`src/rtl/decoder_pkg.sv`:
```
// Shared constants and helpers for the decoder_scan block: state encoding,
// mode values and a width-generic one-hot decode function.
package decoder_pkg;

  localparam int unsigned MAX_SEL_W = 5;
  localparam int unsigned MAX_OUT_N = 32;

  localparam logic [1:0] ST_IDLE   = 2'd0;
  localparam logic [1:0] ST_DIRECT = 2'd1;
  localparam logic [1:0] ST_SCAN   = 2'd2;

  localparam logic MODE_DIRECT = 1'b0;
  localparam logic MODE_SCAN   = 1'b1;

  // Decode at the widest legal size; callers truncate to their OUT_N.
  function automatic logic [MAX_OUT_N-1:0] onehot(input logic [MAX_SEL_W-1:0] s);
    logic [MAX_OUT_N-1:0] v;
    v    = '0;
    v[s] = 1'b1;
    return v;
  endfunction

endpackage

```
`src/rtl/decoder_scan_tick_gen.sv`:
```
// Scan prescaler: counts 0..PRESCALE-1 while enabled and flags the wrap cycle.
module tick_gen #(
  parameter int unsigned PRESCALE = 100000
) (
  input  logic clk,
  input  logic rst_n,
  input  logic clr,
  input  logic en,
  output logic wrap_c
);

  localparam int unsigned CNT_W = (PRESCALE > 1) ? $clog2(PRESCALE) : 1;
  localparam logic [CNT_W-1:0] CNT_MAX = CNT_W'(PRESCALE - 1);

  logic [CNT_W-1:0] cnt_q;
  logic [CNT_W-1:0] cnt_d;

  assign wrap_c = en && (cnt_q == CNT_MAX);

  always_comb begin
    cnt_d = cnt_q;
    if (clr) begin
      cnt_d = '0;
    end else if (en) begin
      cnt_d = wrap_c ? '0 : CNT_W'(cnt_q + 1'b1);
    end
  end

  always_ff @(posedge clk) begin
    if (!rst_n) begin
      cnt_q <= '0;
    end else begin
      cnt_q <= cnt_d;
    end
  end

endmodule

```
`src/rtl/decoder_scan.sv`:
```
// Registered binary-to-one-hot decoder with prescaled auto-scan.
// Define DECODER_SCAN_ACTIVE_LOW_EN to invert out (idle/reset all-ones).
module decoder_scan
  import decoder_pkg::*;
#(
  parameter int unsigned SEL_W    = 3,
  parameter int unsigned PRESCALE = 100000
) (
  input  logic                    clk,
  input  logic                    rst_n,
  input  logic                    en,
  input  logic                    mode,
  input  logic [SEL_W-1:0]        sel,
  input  logic [SEL_W-1:0]        last,
  output logic [(2**SEL_W)-1:0]   out,
  output logic [SEL_W-1:0]        idx,
  output logic                    tick
);

  localparam int unsigned OUT_N = 2 ** SEL_W;

`ifdef DECODER_SCAN_ACTIVE_LOW_EN
  localparam logic [OUT_N-1:0] OUT_IDLE = '1;
`else
  localparam logic [OUT_N-1:0] OUT_IDLE = '0;
`endif

  logic [1:0]       state_q, state_d;
  logic [SEL_W-1:0] idx_q, idx_d;
  logic [OUT_N-1:0] out_q, out_d;
  logic             tick_q, tick_d;
  logic             scan_run_c;
  logic             wrap_c;

  // Prescaler only runs once SCAN has been entered and stays selected.
  assign scan_run_c = en && (mode == MODE_SCAN) && (state_q == ST_SCAN);

  tick_gen #(
    .PRESCALE (PRESCALE)
  ) u_tick_gen (
    .clk    (clk),
    .rst_n  (rst_n),
    .clr    (!scan_run_c),
    .en     (scan_run_c),
    .wrap_c (wrap_c)
  );

  always_comb begin
    state_d = ST_IDLE;
    idx_d   = '0;
    out_d   = OUT_IDLE;
    tick_d  = 1'b0;
    if (en) begin
      if (mode == MODE_DIRECT) begin
        state_d = ST_DIRECT;
        idx_d   = sel;
      end else begin
        state_d = ST_SCAN;
        idx_d   = '0;
        if (state_q == ST_SCAN) begin
          idx_d = idx_q;
          if (wrap_c) begin
            tick_d = 1'b1;
            idx_d  = (idx_q >= last) ? '0 : SEL_W'(idx_q + 1'b1);
          end
        end
      end
      out_d = OUT_N'(onehot(MAX_SEL_W'(idx_d))) ^ OUT_IDLE;
    end
  end

  always_ff @(posedge clk) begin
    if (!rst_n) begin
      state_q <= ST_IDLE;
      idx_q   <= '0;
      out_q   <= OUT_IDLE;
      tick_q  <= 1'b0;
    end else begin
      state_q <= state_d;
      idx_q   <= idx_d;
      out_q   <= out_d;
      tick_q  <= tick_d;
    end
  end

  assign out  = out_q;
  assign idx  = idx_q;
  assign tick = tick_q;

endmodule

```
`config.mk`:
```
export PLATFORM = sky130hd
export DESIGN_NAME = decoder_scan
export DESIGN_NICKNAME = d
export VERILOG_FILES = /design/src/rtl/decoder_pkg.sv /design/src/rtl/decoder_scan_tick_gen.sv /design/src/rtl/decoder_scan.sv
export SDC_FILE = /design/constraint.sdc
export NUM_CORES = 1
export LEC_CHECK = 0
export ABC_CLOCK_PERIOD_IN_PS = 2300
export CAP_MARGIN = 20
export CORE_ASPECT_RATIO = 1.5
export CORE_MARGIN = 1
export CORE_UTILIZATION = 52
export DETAILED_ROUTE_END_ITERATION = 8
export GPL_TIMING_DRIVEN = 0
export PLACE_DENSITY_LB_ADDON = 0.05
export SLEW_MARGIN = 0
export SYNTH_ARGS = -nofsm -noshare
export SYNTH_HDL_FRONTEND = slang
export SYNTH_SLANG_ARGS = --single-unit
```
`constraint.sdc`:
```
create_clock -name clk -period 2.3 [get_ports clk]
set_input_delay 0.345 -clock clk [delete_from_list [all_inputs] [get_ports clk]]
set_output_delay 0.345 -clock clk [all_outputs]
set_load 0.01 [all_outputs]
```
# Yosys cells after proc, flatten, opt, wreduce, memory -nomap -nowiden
# Index checks and enable logic that the tools add are counted.
[totals] word_cells=30 regBits=31
[classes] bitwise=2 magnitude_cmp=3 n_addsub=2 n_mux=9 reduce_logical=7 n_eq_ne=2
[ops] op="$add 17x1->17 const B" n=1
[ops] op="$eq 17x17->1 const B" n=1
[ops] op="$mux 3" n=5
[ops] op="$lt 3x6->1 const B" n=1
[ops] op="$logic_and 1x1->1" n=4
[ops] op="$reduce_and 4->1" n=1
[ops] op="$add 3x1->3 const B" n=1
[ops] op="$demux 1 s3" n=1
[ops] op="$ge 3x1->1 const B" n=1
[ops] op="$ge 3x3->1" n=1
[ops] op="$reduce_or 3->1" n=1
[ops] op="$eq 2x2->1 const B" n=1
[ops] op="$mux 1" n=2
[ops] op="$mux 2" n=1
[ops] op="$not 1->1" n=2
[ops] op="$reduce_and 2->1" n=1

# Depth between registers and ports, before layout
# Gate-level depths: netlist of the first run.
[logic_depth] ltp_word=11 mapped_depth=8 ltp_nobuf=8

# By module
# A second synthesis of the first run with hierarchy kept.
[hier_totals] hier_cells=163 hier_area_um2=1482.7
[modules_own_cells] mod="tick_gen" cells_each=97 area_per_inst_um2=878.3 n_inst=1
[modules_own_cells] mod="decoder_scan" cells_each=66 area_per_inst_um2=604.3 n_inst=1

# Least setup slack after synthesis of the first run
# Ideal clock, no wire load.
[synth_path] path_type="register to register" startpoint="reg u_tick_gen.cnt_q[0]" endpoint="reg out_q[7] (netlist: out[7])" arrival_time_ns=1.863 n_path_buf=0 required_ns=2.185 stages_incl_launch_ff=8 synth_period_minus_slack_ns=1.978 setup_slack_ns=0.322 path_cell_list="dfxtp_1 > ha_1 > and3_1 > nand2_1 > or4_4 > nand2b_4 > a31o_1 > and3_1"
[synth_between] elab_chain_cells=10
[synth_lines] element="start, declared" line="decoder_scan_tick_gen.sv:15" text="logic [CNT_W-1:0] cnt_q;"
[synth_lines] element="start signal, assigned" line="decoder_scan_tick_gen.sv:33" text="cnt_q <= cnt_d;"
[synth_lines] element="$eq 17x17->1 (*)" line="decoder_scan_tick_gen.sv:18" text="assign wrap_c = en && (cnt_q == CNT_MAX);"
[synth_lines] element="$logic_and 1x1->1 (*)" line="decoder_scan_tick_gen.sv:18"
[synth_lines] element="$mux 3 (*)" line="decoder_scan.sv:62" text="if (wrap_c) begin"
[synth_lines] element="$mux 3 (*)" line="decoder_scan.sv:60" text="if (state_q == ST_SCAN) begin"
[synth_lines] element="$mux 3 (*)" line="decoder_scan.sv:54" text="if (mode == MODE_DIRECT) begin"
[synth_lines] element="$mux 3 (*)" line="decoder_scan.sv:53" text="if (en) begin"
[synth_lines] element="$lt 3x6->1 (not written as such) or $ge 3x1->1 (tied branches)" line="decoder_pkg.sv:19" text="v[s] = 1'b1;"
[synth_lines] element="$logic_and 1x1->1 (not written as such)" line="decoder_pkg.sv:19"
[synth_lines] element="$mux 1 (not written as such)" line="decoder_pkg.sv:19"
[synth_lines] element="$demux 1 s3 (*)" line="decoder_pkg.sv:19"
[synth_lines] element="end signal, assigned" line="decoder_scan.sv:81" text="out_q <= out_d;"
[synth_lines] element="end, declared" line="decoder_scan.sv:30" text="logic [OUT_N-1:0] out_q, out_d;"
# Every way passes the cells marked *; elsewhere a longest branch is shown, timed or not. The select of a mux whose other input is x is not followed.
# A chain may end at the register's enable or synchronous reset.

# Worst setup path after layout of the first run
# Ends and elaborated chain as after synthesis.

==> flow_summary.json, run 1 <==
{
  "grt_use_total": 0.238,
  "clk_pin_slew_worst_paths_ns": 0.10,
  "slowest_stage": "or4_4",
  "wl_per_cell_um": 13.0,
  "use_met3": 0.0574,
  "synth_ff_type": "dfxtp_1",
  "synth-edff-count": 0,
  "drv_cap": 0,
  "dp.cells": 212,
  "gp_congestion": 0.799,
  "leakagePower_uw": 0.000681,
  "vias": 1191,
  "grt_max_degree": 11,
  "synthTopCellsByArea": "dfxtp_1, nor2_1, and3_1",
  "syn_nets": 170,
  "worst_slew_pin_slew_ns": 0.459,
  "ys_warn_count": 0,
  "setup_tns_ns": 0,
  "relSlewSlack": 0.693,
  "worstPathRequired_ns": 2.54,
  "cts_buffers": 5,
  "ys_types": 37,
  "critPathMaxFanout": 5,
  "synth-seq-cells": 31,
  "first_iter_violations": 23,
  "synth_xor_area_frac": 0.0806,
  "rsz0062_at_grt": "false",
  "postCtsHoldBufs": 0,
  "synth_simple_gate_area_frac": 0.320,
  "switching_power_uw": 224,
  "p_sw_frac": 0.212,
  "drc": 0,
  "hold_viol": 0,
  "p_per_area_nw_per_um2": 591,
  "finalSetupViolCount": 0,
  "postSynthCellCount": 155,
  "grt_overflow": 0,
  "drt_wl_total_mm": 2.92,
  "die_area_um2": 2930,
  "worstSkewPairLatency_ns": 0.34,
  "clock-sinks": 31,
  "synth_top_family_by_area": "simple AND/OR/NAND/NOR gates",
  "antenna_found_initial": 0,
  "path_class": "reg2reg",
  "synth_common_cells": "dfxtp_1, nor2_1, and3_1, nand2_1, nand3_1",
  "p_int_uw": 833,
  "period_needed_ns": 2.17,
  "grt_pass1_wl_mm": 5.15,
  "core_um2": 2500,
  "clkPwrFrac": 0.422,
  "synthesis.area_um2": 1410,
  "slew_violations": 0,
  "port_buffers": 21,
  "antenna_cells": 0,
  "hold_class": "reg2reg",
  "start_util": 0.564,
  "syn2layout_area_growth_pct": 26.6,
  "drive_gt1_frac": 0.112,
  "synth_top_area_cell": "dfxtp_1",
  "cts_tree": "built",
  "status": "finished clean",
  "met2_usage": 0.454,
  "final_nets": 202,
  "die_w_um": 44.6,
  "whs_ns": 0.460,
  "finalCritPeriodShare": 0.946,
  "grt_use_met1": 0.228,
  "clock_skew_ns": 0.00948,
  "yosysMostFrequentCell": "dfxtp_1",
  "syn-mean-instance-area_um2": 9.11,
  "first_pass_iters": 7,
  "via_per_inst": 5.32,
  "ir_drop_v": 0.000521,
  "synth_compound_area_frac": 0.0939,
  "crit_path_max_incr_delay_ns": 0.52,
  "yosysSeqAreaShare": 0.439,
  "grt_pass1_vias": 1197,
  "start_kind": "flip-flop",
  "worstPathCellList": "ha_1 > and3_2 > nand2_1 > or4_4 > nand2b_4 > a31o_1 > and3_1",
  "clock_path_buffers": 2,
  "cp.arrival_ns": 2.41,
  "p_comb_frac": 0.062,
  "stdcell_count": 224,
  "end_kind": "flip-flop",
  "synth_top_area_frac": 0.439,
  "fmax_ghz": 0.460,
  "die_y_um": 65.8,
  "h-tree-depth": 2,
  "synthMuxAreaShare": 0,
  "grt_busiest_layer": "met2",
  "ant_nets": 0,
  "seq_power_share": 0.516,
  "clockRootBuffer": "clkbuf_4",
  "synth-async-reset-ratio": 0,
  "fp-row-count": 22,
  "synthAdderAreaFrac": 0.0443,
  "ios": 22,
  "hpwl_mm": 2.21
}
per-layer routing:
metal | vias up | wire length (µm) | share of wire
met4 | 0 | 59 | 0.020
li1 | 604 | - | -
met1 | 558 | 1120 | 0.38
met2 | 23 | 1640 | 0.56
met5 | - | 0 | 0
met3 | 6 | 96 | 0.033
worst max-delay path, delay by kind of cell (launching register included):
kind / cells / cell delay [ns]
and+or+nand+nor: 5 / 1.20
DFF: 1 / 0.37
AOI/OAI and AO/OA: 1 / 0.26
adders and majority gates: 1 / 0.25
state kept, by name, indices dropped and copies added, names as in the netlist:
| name | cells |
|---|---|
| idx | 3 |
| out | 8 |
| u_tick_gen.cnt_q | 17 |
| tick | 1 |
| state_q | 2 |
cell families (layout without fill, tap and decap cells):
kind of cell	count (synthesis)	in the layout
flops	31	31
buf+inv	8	41
simple gates	81	81
compound gates	17	17
fa+ha+maj	5	5
xor+xnor	13	13
layout make-up:
cell class	count	area (µm²)
clock inverter	2	35.0
fill	199	717
sequential	31	621
multi-input combinational	116	762
clock buffer	6	51.3
inverter	7	26.3
timing repair buffer	25	240
buffer	1	7.51
tap	36	45.0
through the flow:
| step | total power (µW) | util | setup WS (ns) | instance area [µm²] |
|---|---|---|---|---|
| finish | 1060 | 0.714 | 0.125 | 1790 |
| global route | 1090 | 0.714 | 0.000230 | 1790 |
| CTS | 1070 | 0.700 | 0.0307 | 1750 |
| detailed placement | 623 | 0.666 | -0.193 | 1670 |
| global placement | 620 | 0.666 | -0.157 | 1670 |
| floorplan | 589 | - | 0.322 | 1410 |
repair_timing:
action | in CTS | in global routing
setup endpoints to repair | 0 | 12
buffers inserted | 0 | 4
resized for setup | 0 | 2
worst paths after layout:
kind,from,endpoint,slack (ns),cells past startpoint
worst max-delay path,u_tick_gen.cnt_q[0],out[7],0.13,7
worst min-delay path,u_tick_gen.cnt_q[0],u_tick_gen.cnt_q[0],0.46,1
worst max register to register,u_tick_gen.cnt_q[0],out[7],0.13,7
worst min register to register,u_tick_gen.cnt_q[0],u_tick_gen.cnt_q[0],0.46,1
placed cells by master (no fill, tap or decap), types with 2 or more instances in the layout:
| master | n |
|---|---|
| nor2b_1 | 3 |
| and2_1 | 2 |
| or3_1 | 2 |
| nand3_1 | 9 |
| clkbuf_4 | 6 |
| inv_1 | 7 |
| o21ai_0 | 4 |
| nor2_1 | 26 |
| xor2_1 | 7 |
| xnor2_1 | 6 |
| clkdlybuf4s50_1 | 21 |
| buf_4 | 4 |
| nand2_1 | 10 |
| and3_1 | 11 |
| a21oi_1 | 4 |
| nor3_1 | 2 |
| ha_1 | 5 |
| a31oi_1 | 2 |
| nand4_1 | 3 |
| dfxtp_1 | 31 |
power groups by stage:
stage / sequential (µW) / combinational (µW) / clock [µW]
6_report: 546 / 65.4 / 446
3_5_place_dp: 558 / 64.2 / 0
3_3_place_gp: 558 / 62.1 / 0
4_1_cts: 546 / 64.6 / 456
5_1_grt: 547 / 72.6 / 474
2_1_floorplan: 559 / 29.3 / 0
(Power assumes the default switching activity.)
==> run 2: changes to the inputs <==
--- a/config.mk
+++ b/config.mk
@@ -10,9 +10,11 @@
 export CORE_ASPECT_RATIO = 1.5
 export CORE_MARGIN = 1
 export CORE_UTILIZATION = 52
+export CTS_BUF_LIST = sky130_fd_sc_hd__clkbuf_16
 export DETAILED_ROUTE_END_ITERATION = 8
 export GPL_TIMING_DRIVEN = 0
 export PLACE_DENSITY_LB_ADDON = 0.05
+export SKIP_LAST_GASP = 1
 export SLEW_MARGIN = 0
 export SYNTH_ARGS = -nofsm -noshare
 export SYNTH_HDL_FRONTEND = slang
==> flow_summary.json, run 2 (synthesized netlist as in run 1, its figures left out) <==
{
  "wl_per_cell_um": 13.2,
  "relSlewSlack": 0.694,
  "met2_usage": 0.450,
  "p_comb_frac": 0.049,
  "layout_common_cells": "dfxtp_1, nor2_1, clkdlybuf4s50_1, and3_1, nand2_1",
  "max_flop_register": "u_tick_gen.cnt_q",
  "drt_wl_total_mm": 2.96,
  "core_um2": 2500,
  "grt_overflow": 0,
  "syn2layout_area_growth_pct": 32.1,
  "crit_path_max_incr_delay_ns": 0.45,
  "hold_class": "reg2reg",
  "die_y_um": 65.8,
  "critPathMaxFanout": 3,
  "p_int_uw": 1080,
  "slowest_stage": "clkdlybuf4s50_1",
  "ant_nets": 0,
  "fmax_ghz": 0.461,
  "postCtsHoldBufs": 0,
  "layout_commonest_cell": "dfxtp_1",
  "clock_path_buffers": 2,
  "first_pass_iters": 4,
  "worst_slew_pin_slew_ns": 0.457,
  "grt_pass1_vias": 1240,
  "largest_reg_flops": 17,
  "ios": 22,
  "seq_power_share": 0.410,
  "clock-sinks": 31,
  "grt_busiest_layer": "met2",
  "worstPathCellList": "clkdlybuf4s50_1 > inv_1 > ha_1 > a21o_1 > a31oi_1 > nand4_1 > nand2_1 > or3b_1 > nor2_1",
  "clockRootBuffer": "clkbuf_16",
  "leakagePower_uw": 0.000714,
  "clk_pin_slew_worst_paths_ns": 0.05,
  "period_needed_ns": 2.17,
  "setup_tns_ns": 0,
  "grt_pass1_wl_mm": 5.22,
  "start_util": 0.564,
  "start_kind": "primary input",
  "hold_viol": 0,
  "port_buffers": 21,
  "first_iter_violations": 19,
  "final_nets": 202,
  "path_class": "in2reg",
  "die_area_um2": 2930,
  "path_delay_family": "simple AND/OR/NAND/NOR gates",
  "status": "finished clean",
  "switching_power_uw": 255,
  "utilization": 0.745,
  "drc": 0,
  "hpwl_mm": 2.21,
  "stdcell_count": 224,
  "clock_skew_ns": 0.00358,
  "p_per_area_nw_per_um2": 716,
  "use_met3": 0.0765,
  "worstSkewPairLatency_ns": 0.27,
  "antenna_found_initial": 0,
  "slew_violations": 0,
  "rsz0062_at_grt": "false",
  "die_w_um": 44.6,
  "fp-row-count": 22,
  "p_sw_frac": 0.191,
  "antenna_cells": 0,
  "drive_gt1_frac": 0.106,
  "path_buf_inv": 2,
  "finalCritPeriodShare": 0.942,
  "clkPwrFrac": 0.541,
  "gp_congestion": 0.799,
  "grt_max_degree": 11,
  "cts_tree": "built",
  "final_area_um2": 1870,
  "grt_use_total": 0.247,
  "cp.arrival_ns": 2.38,
  "grt_use_met1": 0.227,
  "h-tree-depth": 2,
  "via_per_inst": 5.38,
  "drv_cap": 0,
  "placed_area_um2": 1670,
  "ir_drop_v": 0.000647,
  "worstPathRequired_ns": 2.51,
  "vias": 1206,
  "finalSetupViolCount": 0,
  "end_kind": "flip-flop",
  "dp.cells": 212,
  "total_power_uw": 1340,
  "cts_buffers": 5
}
-- run 2: what timing repair did --
| item | in CTS | in global routing |
|---|---|---|
| setup endpoints to repair | 0 | 11 |
| endpoints found under the hold margin | 0 | 0 |
| buffers inserted | 0 | 4 |
| gates resized for setup | 0 | 2 |
-- run 2: worst register-to-register path: stages, from the launching register on --
cell,delay [ns]
dfxtp_1,0.35
ha_1,0.25
and3_2,0.25
nand2_1,0.06
or4_4,0.52
nand2b_4,0.18
a31o_1,0.26
and3_1,0.18
-- run 2: power groups by stage --
stage               Clock (µW)  Combinational [µW]  Sequential (µW)
CTS                        738                64.7              547
global route               759                72.8              547
detailed placement           0                64.2              558
finish                     723                65.5              547
floorplan                    0                29.3              559
global placement             0                62.1              558
-- run 2: worst paths after layout --
kind                          to  slack [ns]  cells past startpoint           startpoint
max                       out[5]        0.13                      9              last[2]
min          u_tick_gen.cnt_q[0]        0.45                      1  u_tick_gen.cnt_q[0]
max reg2reg               out[7]        0.14                      7  u_tick_gen.cnt_q[0]
min reg2reg  u_tick_gen.cnt_q[0]        0.45                      1  u_tick_gen.cnt_q[0]
-- run 2: cell type report --
| type | instances | area [µm²] |
|---|---|---|
| plain buffers | 1 | 7.51 |
| clock buffers | 5 | 125 |
| clock inverters | 3 | 38.8 |
| fillers | 184 | 639 |
| inverters | 7 | 26.3 |
| multi-input cells | 116 | 762 |
| flip-flops and latches | 31 | 621 |
| well taps | 36 | 45.0 |
| repair buffers | 25 | 240 |
-- run 2: per-stage QoR --
step           worst slack (ns)  hold slack (ns)
6_report                  0.132            0.451
5_1_grt                  0.0130            0.489
4_1_cts                  0.0489            0.457
3_5_place_dp             -0.193            0.447
3_3_place_gp             -0.157            0.430
2_1_floorplan             0.322            0.417
-- run 2: per-layer routing --
layer  routed length (µm)  part of all wire
met1                 1110              0.38
met2                 1600              0.54
met3                  128             0.043
met4                  115             0.039
met5                    0                 0
==> run 3: changes to the inputs <==
--- a/config.mk
+++ b/config.mk
@@ -5,12 +5,11 @@
 export SDC_FILE = /design/constraint.sdc
 export NUM_CORES = 1
 export LEC_CHECK = 0
-export ABC_CLOCK_PERIOD_IN_PS = 2300
 export CAP_MARGIN = 20
 export CORE_ASPECT_RATIO = 1.5
 export CORE_MARGIN = 1
-export CORE_UTILIZATION = 52
-export CTS_BUF_LIST = sky130_fd_sc_hd__clkbuf_16
+export CORE_UTILIZATION = 55
+export CTS_BUF_LIST = sky130_fd_sc_hd__clkbuf_8
 export DETAILED_ROUTE_END_ITERATION = 8
 export GPL_TIMING_DRIVEN = 0
 export PLACE_DENSITY_LB_ADDON = 0.05
==> flow_summary.json, run 3 (synthesized netlist as in run 1, its figures left out) <==
{
  "gp_congestion": 0.871,
  "fmax_ghz": 0.458,
  "h-tree-depth": 2,
  "worstPathCellList": "ha_1 > and3_1 > nand2_1 > or4_4 > nand2b_4 > a31o_1 > and3_1",
  "grt_pass1_vias": 1162,
  "grt_max_degree": 11,
  "clock_skew_ns": 0.00794,
  "relSlewSlack": 0.690,
  "path_buf_inv": 0,
  "status": "finished with violations",
  "antenna_found_initial": 0,
  "drv_cap": 0,
  "ant_nets": 0,
  "ir_drop_v": 0.000816,
  "start_util": 0.577,
  "vias": 1210,
  "worstSkewPairLatency_ns": 0.28,
  "die_area_um2": 2780,
  "period_needed_ns": 2.18,
  "stdcell_count": 211,
  "crit_path_max_incr_delay_ns": 0.52,
  "ios": 22,
  "drc": 8,
  "slowest_stage": "or4_4",
  "syn2layout_area_growth_pct": 27.1,
  "clk_pin_slew_worst_paths_ns": 0.06,
  "n_fill_cell": 188,
  "min-delay-start": "u_tick_gen.cnt_q[0]",
  "cts_buffers": 5,
  "grt_use_total": 0.250,
  "worst_path_most_repeated_cell": "and3_1",
  "die_y_um": 64.1,
  "whs_ns": 0.482,
  "hold_class": "reg2reg",
  "rsz0062_at_grt": "false",
  "violations": "design-rule violations",
  "regToRegStartpoint": "u_tick_gen.cnt_q[0]",
  "drt_wl_total_mm": 2.99,
  "grt_pass1_wl_mm": 5.05,
  "critPathMaxFanout": 5,
  "path_class": "reg2reg",
  "worst_slew_pin_slew_ns": 0.464,
  "start_kind": "flip-flop",
  "layout_commonest_cell": "dfxtp_1",
  "path_delay_family": "simple AND/OR/NAND/NOR gates",
  "clockRootBuffer": "clkbuf_8",
  "grt_busiest_layer": "met2",
  "leakagePower_uw": 0.000691,
  "largest_reg_flops": 17,
  "wl_per_cell_um": 14.2,
  "core_um2": 2450,
  "slew_violations": 0,
  "hpwl_mm": 2.21,
  "drive_gt1_frac": 0.102,
  "layout_common_cells": "dfxtp_1, nor2_1, clkdlybuf4s50_1, and3_1, nand2_1",
  "finalCritPeriodShare": 0.949,
  "end_kind": "flip-flop",
  "clock-sinks": 31,
  "cp.arrival_ns": 2.36,
  "crit_start": "u_tick_gen.cnt_q[0]",
  "met2_usage": 0.447,
  "finalSetupViolCount": 0,
  "setup_tns_ns": 0,
  "max_flop_register": "u_tick_gen.cnt_q",
  "dp.cells": 200,
  "via_per_inst": 5.73,
  "utilization": 0.733,
  "final_nets": 201,
  "first_iter_violations": 43,
  "fp-row-count": 22,
  "die_w_um": 43.4,
  "fin_ws_ns": 0.118,
  "hold_viol": 0,
  "worstPathRequired_ns": 2.48,
  "clock_path_buffers": 2,
  "dpl_worst_slack_ns": -0.205,
  "p_per_area_nw_per_um2": 648,
  "use_met3": 0.0706,
  "antenna_cells": 0,
  "grt_use_met1": 0.241,
  "port_buffers": 21,
  "grt_overflow": 0,
  "first_pass_iters": 6,
  "cts_tree": "built"
}
==> run 3: changes by cell type in the layout (fill, tap and decap cells not counted), sizes merged <==
cell    previous run  this run
clkinv             2         1
buf                4         3
clkbuf             6         7
==> run 3: repair_timing <==
| action | CTS | global route |
|---|---|---|
| gates resized for setup | 0 | 1 |
| hold buffers | 0 | 0 |
| setup endpoints to repair | 0 | 10 |
| setup buffers | 0 | 3 |
==> run 3: metrics by stage <==
| step | instance area (µm²) | power [µW] |
|---|---|---|
| final | 1800 | 1160 |
| after global routing | 1800 | 1210 |
| after CTS | 1770 | 1170 |
| after detailed placement | 1650 | 622 |
| after global placement | 1650 | 620 |
| after floorplan | 1410 | 589 |
==> run 3: area by class of cell <==
cell class / instances / area (µm²) / share of cell area
multi-input cells: 116 / 761 / 0.424
flip-flops and latches: 31 / 621 / 0.346
repair buffers: 24 / 233 / 0.130
clock buffers: 6 / 82.6 / 0.0460
clock inverters: 2 / 35.0 / 0.0195
well taps: 24 / 30.0 / 0.0167
inverters: 7 / 26.3 / 0.0146
plain buffers: 1 / 7.51 / 0.00418
==> run 3: report_power, final <==
| group | internal, µW | leakage, µW | switching [µW] |
|---|---|---|---|
| Combinational | 34.4 | 0.000379 | 31.0 |
| Sequential | 542 | 0.000251 | 3.98 |
| Clock | 350 | 0.0000612 | 202 |
==> run 3: final timing paths <==
| check | end | cells after the start | slack (ns) |
|---|---|---|---|
| min reg2reg | u_tick_gen.cnt_q[0] | 1 | 0.48 |
| min | u_tick_gen.cnt_q[0] | 1 | 0.48 |
| max reg2reg | out[7] | 7 | 0.12 |
| max | out[7] | 7 | 0.12 |
==> run 3: metal layers <==
metal  share of wire  up-vias
li1                -      602
met1            0.38      572
met2            0.55       29
met3           0.041        7
met4           0.029        0
met5               0        -
